--- src/rtl/ifu_inst_buffer.sv ---
// Instruction queue between fetch and decode: DEPTH-entry circular FIFO presenting its head to idu.
// Latency: a push into an empty buffer is visible at the head outputs the next cycle (no bypass).
// Backpressure: fetch_ready_o drops when full or flushing; stall_i holds the head in place.
//
// Ports:
//   clk, rst                  clock and synchronous active-high reset
//   flush_i                   discard all entries (mispredict/trap); blocks same-cycle push and pop
//   stall_i                   decode stalled; head is not consumed
//   fetch_valid_i/ready_o     fetch response handshake
//   fetch_inst/addr/old_pc/taken_i   fetch response payload
//   inst_o, inst_addr_o, old_pc_o, branch_taken_o, inst_valid_o   head entry, or NOP/zeros when empty
//   count_o                   occupancy 0..DEPTH
module ifu_inst_buffer #(
    parameter int                 DEPTH    = 4,
    parameter int                 INST_W   = 32,
    parameter int                 ADDR_W   = 32,
    parameter logic [INST_W-1:0]  NOP_INST = INST_W'(32'h00000013)
) (
    input  logic                       clk,
    input  logic                       rst,
    input  logic                       flush_i,
    input  logic                       stall_i,
    input  logic                       fetch_valid_i,
    output logic                       fetch_ready_o,
    input  logic [INST_W-1:0]          fetch_inst_i,
    input  logic [ADDR_W-1:0]          fetch_addr_i,
    input  logic [ADDR_W-1:0]          fetch_old_pc_i,
    input  logic                       fetch_taken_i,
    output logic [INST_W-1:0]          inst_o,
    output logic [ADDR_W-1:0]          inst_addr_o,
    output logic [ADDR_W-1:0]          old_pc_o,
    output logic                       branch_taken_o,
    output logic                       inst_valid_o,
    output logic [$clog2(DEPTH):0]     count_o
);

    localparam int PW = $clog2(DEPTH);
    localparam int CW = PW + 1;

    typedef struct packed {
        logic [INST_W-1:0] inst;
        logic [ADDR_W-1:0] addr;
        logic [ADDR_W-1:0] old_pc;
        logic              taken;
    } entry_t;

    entry_t          mem [DEPTH];
    logic [PW-1:0]   wr_ptr;
    logic [PW-1:0]   rd_ptr;
    logic [CW-1:0]   count;
    logic            empty;
    logic            full;
    logic            push;
    logic            pop;
    entry_t          head;

    assign empty = (count == '0);
    assign full  = (count == CW'(DEPTH));

    // Ready ignores a same-cycle pop on purpose: keeps fetch_ready_o off the stall_i path.
    assign fetch_ready_o = !full && !flush_i;
    assign push          = fetch_valid_i && fetch_ready_o;
    assign pop           = !empty && !stall_i && !flush_i;

    // Pointers wrap naturally because DEPTH is a power of two.
    always_ff @(posedge clk) begin
        if (rst || flush_i) begin
            wr_ptr <= '0;
            rd_ptr <= '0;
            count  <= '0;
        end else begin
            if (push) begin
                wr_ptr <= wr_ptr + PW'(1);
            end
            if (pop) begin
                rd_ptr <= rd_ptr + PW'(1);
            end
            case ({push, pop})
                2'b10:   count <= count + CW'(1);
                2'b01:   count <= count - CW'(1);
                default: count <= count;
            endcase
        end
    end

    // Entry contents need no reset; occupancy alone decides what is valid.
    always_ff @(posedge clk) begin
        if (push && !rst) begin
            mem[wr_ptr] <= '{inst:   fetch_inst_i,
                             addr:   fetch_addr_i,
                             old_pc: fetch_old_pc_i,
                             taken:  fetch_taken_i};
        end
    end

    assign head = mem[rd_ptr];

    always_comb begin
        inst_o         = NOP_INST;
        inst_addr_o    = '0;
        old_pc_o       = '0;
        branch_taken_o = 1'b0;
        if (!empty) begin
            inst_o         = head.inst;
            inst_addr_o    = head.addr;
            old_pc_o       = head.old_pc;
            branch_taken_o = head.taken;
        end
    end

    assign inst_valid_o = !empty;
    assign count_o      = count;

endmodule

--- config.mk ---
export PLATFORM = sky130hd
export DESIGN_NAME = ifu_inst_buffer
export DESIGN_NICKNAME = d
export VERILOG_FILES = /design/src/rtl/ifu_inst_buffer.sv
export SDC_FILE = /design/constraint.sdc
export NUM_CORES = 1
export LEC_CHECK = 0
export BUFFER_PORTS_ARGS = -buffer_cell sky130_fd_sc_hd__buf_2
export CORE_MARGIN = 3
export CORE_UTILIZATION = 55
export DETAILED_ROUTE_END_ITERATION = 10
export PLACE_DENSITY = 0.77
export SYNTH_ARGS = -nofsm -noshare
export SYNTH_HDL_FRONTEND = slang
export SYNTH_SLANG_ARGS = --single-unit
--- constraint.sdc ---
create_clock -name clk -period 10 [get_ports clk]
set_input_delay 1 -clock clk [delete_from_list [all_inputs] [get_ports clk]]
set_output_delay 1 -clock clk [all_outputs]
set_load 0.05 [all_outputs]
# Word-level counts from Yosys, hierarchy flattened
# Memories as Yosys holds them, arrays and structs flattened. A register that Yosys moved wholly into a read port is not among the register bits.
# Index checks and enable logic that the tools add are counted.
# totals
output_inout_bits,102
memories,1
ramBits,388
register_bits,7
# mem_list
memory,words,word_bits,rd,rd_clocked_by_memory_dff,wr,line,text
mem,4,97,1,1,1,47,entry_t mem [DEPTH];
# classes
reduce_logical,13
muxes,9
n_eq_ne,3
add_sub_neg,4
# op_table
operator,count
32-bit 2-to-1 mux,3
3-bit one-hot mux with 2 select lines,1
1-bit logical AND,5
1-bit zero test,5
2-bit by 1-bit adder with 2-bit output (second input constant),2
2-bit 2-to-1 mux,2
3-bit by 1-bit adder with 3-bit output (second input constant),1
3-bit equality test (second input constant),1
3-bit zero test,1
1-bit 2-to-1 mux,3
3-bit by 1-bit subtractor with 3-bit output (second input constant),1
2-bit by 1-bit equality test with 1-bit output (second input constant),1
2-bit equality test (second input constant),1
2-bit nonzero test,1
1-bit logical OR,1

# Longest topological paths before layout
# Gate-level depths: netlist of the first run.
# logic_depth
depth_word,7
depth_mapped,8
ltp_nobuf,8

# Least setup slack after synthesis of the first run
# Ideal clock, no wire load.
# synth_path
kind,input -> register
from,in flush_i
to,mem mem[0][0] (netlist name) (enable)
n_path_buf,0
stages,2
setup_ns,0.692
t_required_ns,9.308
arrival_ns,8.401
setup_slack_ns,0.907
path_cell_list,nand3b_2 nor3b_1
# synth_between
elab_chain_cells,6
# synth_lines
item,line,text
start: declaration,21,"input logic flush_i,"
1-bit zero test,61,assign fetch_ready_o = !full && !flush_i;
1-bit logical AND,61,
1-bit logical AND,62,assign push = fetch_valid_i && fetch_ready_o;
1-bit logical AND,88,if (push && !rst) begin
1-bit 2-to-1 mux,88,
1-bit 2-to-1 mux (implied by the code),89,"mem[wr_ptr] <= '{inst: fetch_inst_i,"
end: declaration,47,
# No other way between the ends.

==> flow_metrics.tcl, run 1 <==
set metrics [dict create \
    status "finished clean" \
    crit_path_max_incr_delay_ns 0.72 \
    chipHeight_um 172 \
    end_kind "primary output" \
    syn_area_um2 15100 \
    postSynth.asyncResetShare 0 \
    setup_viol 0 \
    power_density_nw_per_um2 200 \
    finClkSkew_ns 0.0188 \
    switching_share 0.196 \
    die_w_um 172 \
    grt_pass1_wl_mm 42.2 \
    hold_buffers 0 \
    synth_commonest_cells "388 x edfxtp_1, 97 x mux4_2, 94 x and2_1, 17 x clkbuf_1, 11 x buf_2" \
    crit_path_start_kind "register" \
    vias 7176 \
    grt_max_degree 88 \
    switching_power_mw 0.703 \
    path_cells "buf_4 > mux4_2 > and2_1 > buf_2" \
    drt_iter0_drc 620 \
    yosysUniqueCellTypes 27 \
    p_leak_nw 6.18 \
    routed_wl_mm 27.7 \
    cp.arrival_ns 2.90 \
    cts_resized 0 \
    p_clk_frac 0.444 \
    place.gp.congestion 0.695 \
    syn_avg_cell_area_um2 22.6 \
    wire_per_inst_um 21.8 \
    cts_setup_buffers 0 \
    pwr-share-comb 0.041 \
    fp.coreArea_um2 27000 \
    gr-total-overflow 0 \
    io_pins 204 \
    cts_buffer_depth 3 \
    path_class "reg -> out" \
    hpwl_mm 15.9 \
    fmax_ghz 0.257 \
    drive_gt1_frac 0.417 \
    slew_violations 0 \
    p_total_mw 3.59 \
    synthesis.nets 778 \
    path_clk_slew_ns 0.05 \
    synth_cells 670 \
    critPathSlowestCell "buf_4" \
    initial_utilization 0.560 \
    root_buffer "clkbuf_16" \
    drv_cap 0 \
    h-tree-depth 2 \
    rows 60 \
    vias_per_cell 5.65 \
    vdd_ir_drop_max_mv 0.178 \
    drc 0 \
    worstSkewPairLatency_ns 0.52 \
    yosysMostFrequentCell "edfxtp_1" \
    seq_power_share 0.515 \
    drtPass1Iterations 5 \
    synth_flop_cell "edfxtp_1" \
    cts_tree "built" \
    worstPathRequired_ns 9.00 \
    area_growth_pct 18.6 \
    dieArea_um2 29500 \
    yosys_warnings 0 \
    p_int_mw 2.88 \
    finalCritPeriodShare 0.390 \
    cp_max_fo 40 \
    slew-limit-headroom 0.409 \
    ys_seq_area_frac 0.782 \
    nets 1003 \
    grt_pass1_vias 7464 \
    hold_viol_final 0 \
    ys_seq_elements 397 \
    antenna_found_initial 6 \
    synth_edf_count 388 \
    rsz0062_at_grt "no" \
    yosys-top-cells-area "edfxtp_1 77%, mux4_2 14%, and2_1 3.9%" \
    min_period_ns 3.90 \
    ant_nets 0 \
    clock_sinks 397 \
    port_buffers 203 \
    tightest_slew_ns 0.886 \
    yosys.area.top_type "edfxtp_1" \
    fin_setup_tns_ns 0 \
    yosysTopAreaCellShare 0.770 \
    grtUsageTotal 0.189 \
    cts_buffers 41 \
    hold_class "reg -> reg" \
]
-- per-stage QoR --
stage	hold WS [ns]	worst slack, ns	instance area, µm²	instances	util
after floorplan	0.459	0.907	15100	670	-
after global placement	0.467	6.53	16500	1193	0.611
after detailed placement	0.473	6.50	16500	1193	0.611
after CTS	0.482	5.97	17900	1268	0.664
after global routing	0.507	5.82	17900	1270	0.664
final	0.482	6.10	18000	1271	0.664
-- worst paths after layout --
| path | from | to | slack, ns | cells past startpoint |
|---|---|---|---|---|
| setup / recovery | register | old_pc_o[12] | 6.10 | 4 |
| hold / removal | rd_ptr[1] | register | 0.48 | 2 |
| setup reg to reg | count_o[0] | mem[3][20] | 7.17 | 5 |
| hold reg to reg | rd_ptr[1] | register | 0.48 | 2 |
-- cell families after synthesis --
group | Yosys count | share of synthesized area
buffers and inverters | 39 | 0.0141
muxes | 99 | 0.146
xor gates and xnor gates | 2 | 0.00116
and+or+nand+nor | 119 | 0.0493
AOI/OAI and AO/OA | 8 | 0.00264
adders and majority gates | 6 | 0.00546
DFF | 397 | 0.782
-- routing by layer --
metal	wire length (µm)	GRT usage
met5	48	0
met4	583	0.0552
met3	2270	0.0562
met2	13700	0.306
met1	11200	0.254
-- cell type report --
class | count | area [µm²]
sequential | 397 | 11800
clock inverter | 27 | 345
inverter | 6 | 22.5
multi-input combinational | 234 | 3110
antenna | 3 | 7.51
timing repair buffer | 215 | 1110
fill | 1767 | 9070
clock buffer | 48 | 1090
tap | 341 | 427
-- worst max-delay path, delay by kind of cell, from the launching register on --
family | cells | cell delay [ns]
buffers and inverters | 2 | 0.93
DFF | 1 | 0.64
muxes | 1 | 0.60
and+or+nand+nor | 1 | 0.18
-- layout by cell type (no fill, tap or decap), types with 3 or more instances in the layout --
cell type,Yosys,layout
edfxtp_1,388,388
mux4_2,97,97
and2_1,94,94
inv_1,6,5
clkinv_1,0,6
clkinv_2,0,8
bufinv_16,0,8
clkbuf_1,17,5
or2_1,3,3
buf_4,0,12
inv_6,0,3
or3_1,3,3
dfxtp_1,9,7
buf_2,11,203
nor2_1,4,4
o21ai_0,3,3
clkbuf_16,0,43
ha_1,5,5
nor3b_2,0,4
a21oi_1,5,5
diode_2,0,3
nand2_1,4,4
-- power groups by stage --
stage	registers [mW]	logic (mW)	clock network, mW
2_1_floorplan	1.88	0.0868	0
3_3_place_gp	1.88	0.144	0
3_5_place_dp	1.88	0.147	0
4_1_cts	1.85	0.148	1.63
5_1_grt	1.85	0.156	1.70
6_report	1.85	0.146	1.59
-- registers in the layout (all words and copies together), names as in the netlist, named ones only --
register and cells:
count_o 3, mem 388, rd_ptr 2, wr_ptr 2
(Power assumes the default switching activity.)
==> run 2, diff against run 1 <==
==> constraint.sdc (replaced) <==
create_clock -name clk -period 3.8 [get_ports clk]
set_input_delay 0.38 -clock clk [delete_from_list [all_inputs] [get_ports clk]]
set_output_delay 0.38 -clock clk [all_outputs]
set_load 0.05 [all_outputs]
==> flow_metrics.tcl, run 2 (same netlist as run 1, synthesis figures left out) <==
set metrics [dict create \
    status "finished clean" \
    initial_utilization 0.560 \
    fp.coreArea_um2 27000 \
    setup_viol 0 \
    end_kind "primary output" \
    min_period_ns 2.93 \
    layout_commonest_cell "edfxtp_1" \
    final_cell_mix "388 x edfxtp_1, 203 x buf_2, 97 x mux4_2" \
    cts_resized 0 \
    worstPathRequired_ns 3.42 \
    cts_setup_buffers 0 \
    vias_per_cell 5.62 \
    pre_cts_ws_ns 1.38 \
    worstSkewPairLatency_ns 0.52 \
    tightest_slew_ns 0.888 \
    power_density_nw_per_um2 510 \
    grt_pass1_wl_mm 42.8 \
    cts_buffers 41 \
    gr-total-overflow 0 \
    grtUsageTotal 0.190 \
    hold_class "in -> reg" \
    hpwl_mm 16.1 \
    area_growth_pct 18.3 \
    root_buffer "clkbuf_16" \
    io_pins 204 \
    drt_iter0_drc 427 \
    hold_buffers 0 \
    cp_max_fo 41 \
    cts_tree "built" \
    p_leak_nw 6.15 \
    fin_setup_tns_ns 0 \
    fin_ws_ns 0.874 \
    area.sequential_um2 11800 \
    drtPass1Iterations 7 \
    slew-limit-headroom 0.408 \
    antenna_cells 0 \
    fillers 1785 \
    chipHeight_um 172 \
    grt_max_degree 95 \
    h-tree-depth 2 \
    finClkSkew_ns 0.0144 \
    largest_reg_flops 388 \
    drive_gt1_frac 0.414 \
    wire_per_inst_um 21.8 \
    cp.arrival_ns 2.55 \
    fmax_ghz 0.342 \
    place.gp.congestion 0.704 \
    top_register "mem" \
    ant_nets 0 \
    crit_path_start_kind "register" \
    port_buffers 203 \
    slew_violations 0 \
    rsz0062_at_grt "no" \
    grt_pass1_vias 7670 \
    die_w_um 172 \
    vdd_ir_drop_max_mv 0.425 \
    multi_input_area_um2 3140 \
    path_clk_slew_ns 0.06 \
    drc 0 \
    antenna_found_initial 7 \
    cts_buffer_depth 3 \
    rows 60 \
    routed_wl_mm 27.7 \
    clock_sinks 397 \
    path_class "reg -> out" \
    nets 1004 \
    vias 7125 \
    finalCritPeriodShare 0.770 \
    hold_viol_final 0 \
    dieArea_um2 29500 \
    drv_cap 0 \
]
## run 2: cell count changes in the layout (fill, tap and decap cells not counted), moves of 2 or more
cell / before / now
buf_12: 0 / 3
nor3b_2: 4 / 0
bufinv_16: 8 / 5
dfxtp_4: 2 / 4
diode_2: 3 / 0
clkbuf_16: 43 / 41
dfxtp_1: 7 / 4
buf_4: 12 / 10
clkinv_1: 6 / 11
nor3b_4: 0 / 4
## run 2: final cells by class
| cell class | instances | area share |
|---|---|---|
| Inverter | 6 | 0.00126 |
| Multi-Input combinational cell | 234 | 0.176 |
| Sequential cell | 397 | 0.662 |
| Tap cell | 341 | 0.0238 |
| Clock inverter | 27 | 0.0145 |
| Clock buffer | 47 | 0.0586 |
| Timing Repair Buffer | 216 | 0.0643 |
## run 2: path summary, 6_finish.rpt
kind	startpoint	endpoint	slack (ns)	cells past startpoint
setup / recovery	register	old_pc_o[24]	0.87	4
hold reg to reg	wr_ptr[0]	wr_ptr[0]	0.51	2
setup reg to reg	count_o[2]	count_o[2]	1.41	8
hold / removal	fetch_addr_i[23]	mem[3][56]	0.07	1
## run 2: stage by stage
step | total power, mW | util | std cells | area [µm²] | hold slack [ns]
after floorplan | 5.18 | - | 670 | 15200 | 0.459
after global placement | 5.33 | 0.614 | 1194 | 16600 | 0.460
after detailed placement | 5.34 | 0.614 | 1194 | 16600 | 0.497
final | 9.12 | 0.662 | 1268 | 17900 | 0.0688
after global routing | 9.43 | 0.662 | 1268 | 17900 | 0.0542
after CTS | 9.22 | 0.662 | 1268 | 17900 | 0.0430
## run 2: layer usage
layer  GRT usage  routed length (µm)  up-vias  part of all wire
met5           0                  82        -            0.0030
met4      0.0510                 614       14             0.022
met3      0.0574                2100       70             0.076
met2       0.316               13800      219              0.50
met1       0.251               11100     3638              0.40
li1            -                   -     3184                 -
## run 2: where the power goes
group | total (mW) | internal, mW | leakage (nW) | switching, mW
logic | 0.388 | 0.125 | 1.93 | 0.263
clock network | 3.88 | 2.32 | 0.637 | 1.56
registers | 4.86 | 4.85 | 3.58 | 0.0123
## run 2: worst max-delay path, cell delays in order (launching register included)
cell,delay (ns)
dfxtp_4,0.65
buf_12,0.36
mux4_2,0.57
and2_1,0.18
buf_2,0.21
